--- src/rtl/alu_pipe.sv ---
// rtl/alu_pipe.sv - Handshaked ALU with an optional iterative shift-add multiplier.
// Define ALU_PIPE_MUL_EN to build the multiplier and its BUSY state; otherwise MUL is illegal.
module alu_pipe #(
    parameter int WIDTH = 32
) (
    input  logic             clk,
    input  logic             rst_n,
    input  logic             in_valid,
    output logic             in_ready,
    input  logic [WIDTH-1:0] a,
    input  logic [WIDTH-1:0] b,
    input  logic [3:0]       control,
    output logic             out_valid,
    input  logic             out_ready,
    output logic [WIDTH-1:0] result,
    output logic             flag_z,
    output logic             flag_n,
    output logic             flag_c,
    output logic             flag_v,
    output logic             illegal
);

    localparam int SHW = $clog2(WIDTH);
    localparam int CW  = $clog2(WIDTH) + 1;

    localparam logic [3:0] OP_ADD  = 4'b0000;
    localparam logic [3:0] OP_SUB  = 4'b0001;
    localparam logic [3:0] OP_AND  = 4'b0010;
    localparam logic [3:0] OP_OR   = 4'b0011;
    localparam logic [3:0] OP_XOR  = 4'b0100;
    localparam logic [3:0] OP_SLT  = 4'b0101;
    localparam logic [3:0] OP_SLTU = 4'b0110;
    localparam logic [3:0] OP_SLL  = 4'b0111;
    localparam logic [3:0] OP_SRL  = 4'b1000;
    localparam logic [3:0] OP_SRA  = 4'b1001;
    localparam logic [3:0] OP_MUL  = 4'b1010;

    typedef enum logic [1:0] {S_IDLE, S_BUSY, S_DONE} state_t;

    state_t           state_q, state_d;
    logic [WIDTH-1:0] result_q, result_d;
    logic             z_q, z_d, n_q, n_d, c_q, c_d, v_q, v_d;
    logic             illegal_q, illegal_d;

    logic             accept;
    logic [WIDTH-1:0] alu_res;
    logic             alu_c, alu_v, alu_illegal, alu_is_mul;
    logic [WIDTH:0]   add_ext, sub_ext;
    logic [SHW-1:0]   shamt;

    assign in_ready  = (state_q == S_IDLE) || ((state_q == S_DONE) && out_ready);
    assign accept    = in_valid && in_ready;
    assign out_valid = (state_q == S_DONE);
    assign result    = result_q;
    assign flag_z    = z_q;
    assign flag_n    = n_q;
    assign flag_c    = c_q;
    assign flag_v    = v_q;
    assign illegal   = illegal_q;

    assign shamt   = b[SHW-1:0];
    assign add_ext = {1'b0, a} + {1'b0, b};
    assign sub_ext = {1'b0, a} + {1'b0, ~b} + {{WIDTH{1'b0}}, 1'b1};

    // Single-cycle datapath; MUL is only flagged here and handed to the iterative unit.
    always_comb begin
        alu_res     = '0;
        alu_c       = 1'b0;
        alu_v       = 1'b0;
        alu_illegal = 1'b0;
        alu_is_mul  = 1'b0;
        case (control)
            OP_ADD: begin
                alu_res = add_ext[WIDTH-1:0];
                alu_c   = add_ext[WIDTH];
                alu_v   = (a[WIDTH-1] == b[WIDTH-1]) && (add_ext[WIDTH-1] != a[WIDTH-1]);
            end
            OP_SUB: begin
                alu_res = sub_ext[WIDTH-1:0];
                alu_c   = sub_ext[WIDTH];
                alu_v   = (a[WIDTH-1] != b[WIDTH-1]) && (sub_ext[WIDTH-1] != a[WIDTH-1]);
            end
            OP_AND:  alu_res = a & b;
            OP_OR:   alu_res = a | b;
            OP_XOR:  alu_res = a ^ b;
            OP_SLT:  alu_res = {{(WIDTH-1){1'b0}}, ($signed(a) < $signed(b))};
            OP_SLTU: alu_res = {{(WIDTH-1){1'b0}}, (a < b)};
            OP_SLL:  alu_res = a << shamt;
            OP_SRL:  alu_res = a >> shamt;
            OP_SRA:  alu_res = $unsigned($signed(a) >>> shamt);
`ifdef ALU_PIPE_MUL_EN
            OP_MUL:  alu_is_mul = 1'b1;
`else
            OP_MUL:  alu_illegal = 1'b1;
`endif
            default: alu_illegal = 1'b1;
        endcase
    end

`ifdef ALU_PIPE_MUL_EN
    logic [WIDTH-1:0] mcand_q, mcand_d, mplier_q, mplier_d, acc_q, acc_d;
    logic [WIDTH-1:0] acc_step;
    logic [CW-1:0]    cnt_q, cnt_d;

    assign acc_step = acc_q + (mplier_q[0] ? mcand_q : '0);
`endif

    always_comb begin
        state_d   = state_q;
        result_d  = result_q;
        z_d       = z_q;
        n_d       = n_q;
        c_d       = c_q;
        v_d       = v_q;
        illegal_d = illegal_q;
`ifdef ALU_PIPE_MUL_EN
        mcand_d   = mcand_q;
        mplier_d  = mplier_q;
        acc_d     = acc_q;
        cnt_d     = cnt_q;
`endif
        if (state_q == S_DONE && out_ready && !accept)
            state_d = S_IDLE;
        if (accept) begin
`ifdef ALU_PIPE_MUL_EN
            if (alu_is_mul) begin
                state_d  = S_BUSY;
                mcand_d  = a;
                mplier_d = b;
                acc_d    = '0;
                cnt_d    = '0;
            end else
`endif
            begin
                state_d   = S_DONE;
                result_d  = alu_res;
                z_d       = !alu_illegal && (alu_res == '0);
                n_d       = alu_res[WIDTH-1];
                c_d       = alu_c;
                v_d       = alu_v;
                illegal_d = alu_illegal;
            end
        end
        if (state_q == S_BUSY) begin
`ifdef ALU_PIPE_MUL_EN
            acc_d    = acc_step;
            mcand_d  = mcand_q << 1;
            mplier_d = mplier_q >> 1;
            cnt_d    = cnt_q + 1'b1;
            // The last step writes the sum straight to the output so DONE lands WIDTH cycles after BUSY.
            if (cnt_q == CW'(WIDTH - 1)) begin
                state_d   = S_DONE;
                result_d  = acc_step;
                z_d       = (acc_step == '0);
                n_d       = acc_step[WIDTH-1];
                c_d       = 1'b0;
                v_d       = 1'b0;
                illegal_d = 1'b0;
            end
`else
            state_d = S_IDLE;
`endif
        end
    end

    always_ff @(posedge clk or negedge rst_n) begin
        if (!rst_n) begin
            state_q   <= S_IDLE;
            result_q  <= '0;
            z_q       <= 1'b0;
            n_q       <= 1'b0;
            c_q       <= 1'b0;
            v_q       <= 1'b0;
            illegal_q <= 1'b0;
`ifdef ALU_PIPE_MUL_EN
            mcand_q   <= '0;
            mplier_q  <= '0;
            acc_q     <= '0;
            cnt_q     <= '0;
`endif
        end else begin
            state_q   <= state_d;
            result_q  <= result_d;
            z_q       <= z_d;
            n_q       <= n_d;
            c_q       <= c_d;
            v_q       <= v_d;
            illegal_q <= illegal_d;
`ifdef ALU_PIPE_MUL_EN
            mcand_q   <= mcand_d;
            mplier_q  <= mplier_d;
            acc_q     <= acc_d;
            cnt_q     <= cnt_d;
`endif
        end
    end

endmodule

--- config.mk ---
export PLATFORM = sky130hd
export DESIGN_NAME = alu_pipe
export DESIGN_NICKNAME = d
export VERILOG_FILES = /design/src/rtl/alu_pipe.sv
export SDC_FILE = /design/constraint.sdc
export NUM_CORES = 1
export LEC_CHECK = 0
export ABC_AREA = 1
export CORE_ASPECT_RATIO = 1.25
export CORE_UTILIZATION = 40
export DETAILED_ROUTE_END_ITERATION = 16
export PLACE_DENSITY = 0.62
export SETUP_SLACK_MARGIN = 0.15
export SYNTH_ARGS = -nofsm -noshare
export SYNTH_HDL_FRONTEND = slang
export SYNTH_SLANG_ARGS = --single-unit
--- constraint.sdc ---
create_clock -name clk -period 1.6 [get_ports clk]
set_clock_uncertainty 0.1 [all_clocks]
set_input_delay 0.32 -clock clk [delete_from_list [all_inputs] [get_ports clk]]
set_output_delay 0.32 -clock clk [all_outputs]
set_load 0.005 [all_outputs]
Yosys cells after proc, flatten, opt, wreduce, memory -nomap -nowiden:

Cells that the tools add are included.

* memories kept: 0
* input port bits: 72
* bits in latches: 0
* memory bits (writable): 0
* bits in registers: 39
* ROM bits: 0

* reductions and logical operators: 13
* eq/ne operators: 15
* multipliers: 0
* shift operators: 3
* $lt $le $gt $ge: 2
* add/sub/neg operators: 3
* divide/modulo/power cells: 0
* mux-type cells: 7
* bitwise operators: 4

Operators with widths (number)
* case mux 32 bit (10 select lines): 1
* adder 32 x 32 -> 33 bit: 2
* < comparator 32 bit: 2
* adder 33 x 1 -> 33 bit, second input constant: 1
* AND 32 bit: 1
* zero test 32 bit: 1
* NOT 32 bit: 1
* bitwise OR 32 bit: 1
* << shifter 32 x 5 -> 32 bit: 1
* right shift 32 x 5 -> 32 bit: 1
* >>> shifter 32 x 5 -> 32 bit: 1
* XOR 32 bit: 1
* equality test 4 x 3 -> 1 bit, second input constant: 4
* OR reduction 10 bit: 1
* equality test 4 x 2 -> 1 bit, second input constant: 2
* equality test 4 bit, second input constant: 2
* logical AND 1 bit: 6
* two-way mux 2 bit: 3
* equality test 4 x 1 -> 1 bit, second input constant: 1
* zero test 4 bit: 1
* case mux 1 bit (2 select lines): 2
* != test 1 bit: 3
* nonzero test 3 bit: 1
* equality test 2 x 1 -> 1 bit, second input constant: 1
* other kinds (6): 6

Depth between registers and ports, before layout:

* word-level depth: 9
* depth in mapped cells: 25
* mapped depth without buffers: 21

Worst setup path before layout:

Ideal clock, no wire load.

* kind: input port to flip-flop
* start point: input port b[4]
* end point: register z_q, in the netlist flag_z
* path buffers: 3
* cell stages on the path: 22
* slack: -1.242 ns
* required time: 1.434 ns
* library setup time: 0.066 ns
* arrival time: 2.676 ns
* cells stage by stage: buf_2 > inv_1 > buf_2 > buf_1 > ha_1 > nor2_1 > nand2_1 > clkinv_1 > nand3_1 > nand2_1 > nand2_1 > nand2_1 > nand2_1 > nand2_1 > nor2_1 > nor2_1 > nand3_1 > nor2_1 > nand3_1 > nor3_1 > nand2_1 > nand2_1

* word-level cells in the longest chain between the ends: 6

RTL lines
* start, declared: line 11 `input logic [WIDTH-1:0] b,`
* NOT 32 bit: line 63 `assign sub_ext = {1'b0, a} + {1'b0, ~b} + {{WIDTH{1'b0}}, 1'b1};`
* adder 32 x 32 -> 33 bit: line 63
* adder 33 x 1 -> 33 bit: line 63
* case mux 32 bit (10 select lines) (*): line 72 `case (control)`
* zero test 32 bit (*): line 137 `z_d = !alu_illegal && (alu_res == '0);`
* logical AND 1 bit (*): line 137
* end signal, assigned: line 184 `z_q <= z_d;`
* end, declared: line 42 `logic z_q, z_d, n_q, n_d, c_q, c_d, v_q, v_d;`

Mark *: on every way between the ends. The rest lies on a longest branch, timed or not.
A chain may end at the register's enable or synchronous reset.

Worst setup path after layout:

* start point: input port b[0]
* end point: register z_q, in the netlist flag_z

The elaborated chain is that of the path after synthesis.

==> results_dict.tcl <==
set metrics [dict create \
    outcome "finished, violations left" \
    violations "negative setup slack" \
    track_usage_pct 49.1 \
    fin_area_sq_um 23000 \
    p_per_area_nw_per_um2 461 \
    core_region_area_sq_um 29400 \
    firstDrtPassIters 9 \
    cts_made_buffers 5 \
    ff2ff_path_depth 7 \
    grt_use_met3_pct 8.68 \
    met1_usage_pct 56.1 \
    drv_slew 0 \
    grt_pass1_vias 19929 \
    register_area_sq_um 926 \
    r2r_slack_ns -0.02 \
    layout_common_cells "buf_4, nand2_1, nand3_1" \
    syn_area_sq_um 12000 \
    fin_crit_sh_pct 167 \
    synth_nets 2469 \
    start_util_pct 40.9 \
    synthFlopType "dfrtp_1" \
    drc 0 \
    hold_path_end "state_q[1]" \
    setup_slack_ns -1.08 \
    grt_max_degree 42 \
    drive_above_1_share_pct 54.0 \
    drt_iter0_markers 2222 \
    irDropWorstVdd_v 0.000438 \
    yosys_warnings 0 \
    synth-seq-cells 37 \
    cap_viol_max_count 0 \
    ys_types 49 \
    antenna_found_initial 2 \
    rows 70 \
    die_x_um 157 \
    hp-start "out_ready" \
    setup-violations-final 35 \
    vias_per_cell 5.93 \
    vias 20329 \
    io_buffers 110 \
    postSynth.asyncResetShare_pct 100 \
    critPathArrivalTime_ns 2.81 \
    reg2reg_to "result[5]" \
    slew_headroom_pct 69.3 \
    multi_input_area_sq_um 13000 \
    clockRootBuffer "clkbuf_16" \
    holdPathStages 5 \
    netlist_instances 2298 \
    design.die.area_sq_um 30800 \
    critPathMaxFanout 8 \
    yosysSeqAreaShare_pct 7.70 \
    hold_viol_final 0 \
    grt_pass1_wl_um 113000 \
    worstSetupStartpointType "primary input" \
    clock-sinks 37 \
    cts_tree "built" \
    clk_path_buf_depth 2 \
    clk_latency_ns 0.29 \
    nFillCells 2153 \
    end_kind "flop" \
    busiest_layer "met2" \
    placed_cell_area_sq_um 17900 \
    postSynthAreaPerCell_sq_um 5.23 \
    hp-class "in -> reg" \
    synth_edf_count 0 \
    placedCellCount 3295 \
    wl_per_cell_um 23.2 \
    post-route-util_pct 78.0 \
    rsz0062_at_grt "yes" \
    grt_overflow_total 0 \
    final_common_cell "buf_4" \
    tightest_slew_ns 0.460 \
    leakage_uw 0.0118 \
    timing.final.crit_period_ns 2.68 \
    die_h_um 196 \
    gp_congestion 1.06 \
    nNetsFinal 3199 \
    syn2layout_area_growth_pct 90.9 \
    h-tree-depth 2 \
    hpwl_um 57700 \
    r2r-start "state_q[1]" \
    max_freq_ghz 0.374 \
    grt_use_met2_pct 79.9 \
    wl_um 79500 \
    antenna_left 0 \
    io_pins 111 \
    clkTransAtPathRegs_ns 0.06 \
    worstPathRequired_ns 1.73 \
    critical_path_class "in -> reg" \
    finalNonFillerCells 3427 \
]
-- worst max-delay path by stage --
stage | to | slack (ns) | start
6_report | flag_z | -1.08 | b[0]
5_1_grt | flag_z | -1.09 | b[0]
4_1_cts | flag_z | -0.91 | b[0]
3_5_place_dp | flag_z | -2.21 | a[7]
3_3_place_gp | flag_z | -2.24 | a[7]
2_1_floorplan | flag_z | -0.90 | b[2]
-- synthesized netlist by cell type (6+ instances only) --
cell type	count	area, sq um
inv_2	18	67.6
nor2_1	196	736
buf_6	11	124
o21ai_1	14	70.1
clkinv_1	6	22.5
nor3_1	26	130
nand3_1	422	2110
nand3b_1	7	52.6
ha_1	97	1210
nand4_1	29	181
nand2_1	798	3000
and2_1	6	37.5
nand2_2	14	87.6
nand3_2	20	200
clkbuf_1	15	56.3
a21oi_1	85	425
inv_1	261	980
o22ai_1	17	106
o21ai_0	42	210
buf_2	62	310
o211ai_1	9	67.6
dfrtp_1	37	926
nand2_4	19	214
buf_4	8	60.1
o21bai_1	14	105
nor2_2	10	62.6
a31oi_1	11	68.8
-- power by group --
group	internal (uW)	total, uW	leakage (uW)	switching [uW]
Sequential	1080	1180	0.000469	94.2
Clock	573	991	0.0000706	418
Combinational	3670	8420	0.0112	4760
Total	5320	10600	0.0118	5270
-- layout make-up --
| type | count | share of cell area, % |
|---|---|---|
| multi-input cells | 1870 | 56.7 |
| well taps | 396 | 2.16 |
| inverters | 287 | 5.03 |
| clock buffers | 6 | 0.561 |
| clock inverters | 2 | 0.0436 |
| flip-flops and latches | 37 | 4.03 |
| diodes | 2 | 0.0218 |
| repair buffers | 827 | 31.5 |
-- what timing repair did --
item | 4_1_cts | 5_1_grt
gates cloned | 7 | 1
hold endpoints to repair | 17 | 0
pin swaps | 228 | 122
hold buffers | 1 | 0
setup endpoints to repair | 75 | 37
setup buffers | 86 | 27
resized for setup | 1135 | 248
-- critical path, stage by stage --
cell,delay [ns]
buf_6,0.10
buf_12,0.13
buf_12,0.15
buf_16,0.16
nand2_2,0.10
buf_4,0.12
nand3_1,0.12
nand3_1,0.13
nand3_1,0.23
nand3_1,0.23
nand3_2,0.19
nor2_2,0.23
nand3_4,0.11
nor2_4,0.11
nand3_2,0.08
nor3_2,0.16
nand2_1,0.07
nand2_1,0.06
-- layer usage --
layer	part of all wire [%]	wire, um
met1	35	27500
met2	45	35600
met3	10	7940
met4	11	8420
met5	0	0
-- per-stage QoR --
stage | setup slack [ns] | power, uW | setup TNS [ns] | hold slack (ns)
after floorplan | -0.898 | 3940 | -18.20 | -0.0756
after global placement | -2.24 | 7080 | -54.06 | 0.175
after detailed placement | -2.21 | 7170 | -55.11 | 0.187
after CTS | -0.913 | 9630 | -20.03 | 0.392
after global routing | -1.09 | 11000 | -26.36 | 0.335
final | -1.08 | 10600 | -24.23 | 0.327
-- cells by family (layout without fill, tap and decap cells) --
kind of cell / after synthesis / count (layout) / share of synthesized area (%)
flops: 37 / 37 / 7.70
buf+inv: 391 / 1122 / 14.3
compound gates: 209 / 209 / 9.94
xor+xnor: 3 / 3 / 0.218
other cells: 0 / 2 / 0
simple gates: 1559 / 1559 / 57.5
fa+ha+maj: 99 / 99 / 10.4
-- registers in the layout, indices dropped and copies added, names as in the netlist --
| register | count |
|---|---|
| flag_z | 1 |
| flag_v | 1 |
| illegal | 1 |
| flag_c | 1 |
| state_q | 1 |
| result | 32 |
Note: power is estimated with default switching activity, not from simulation.
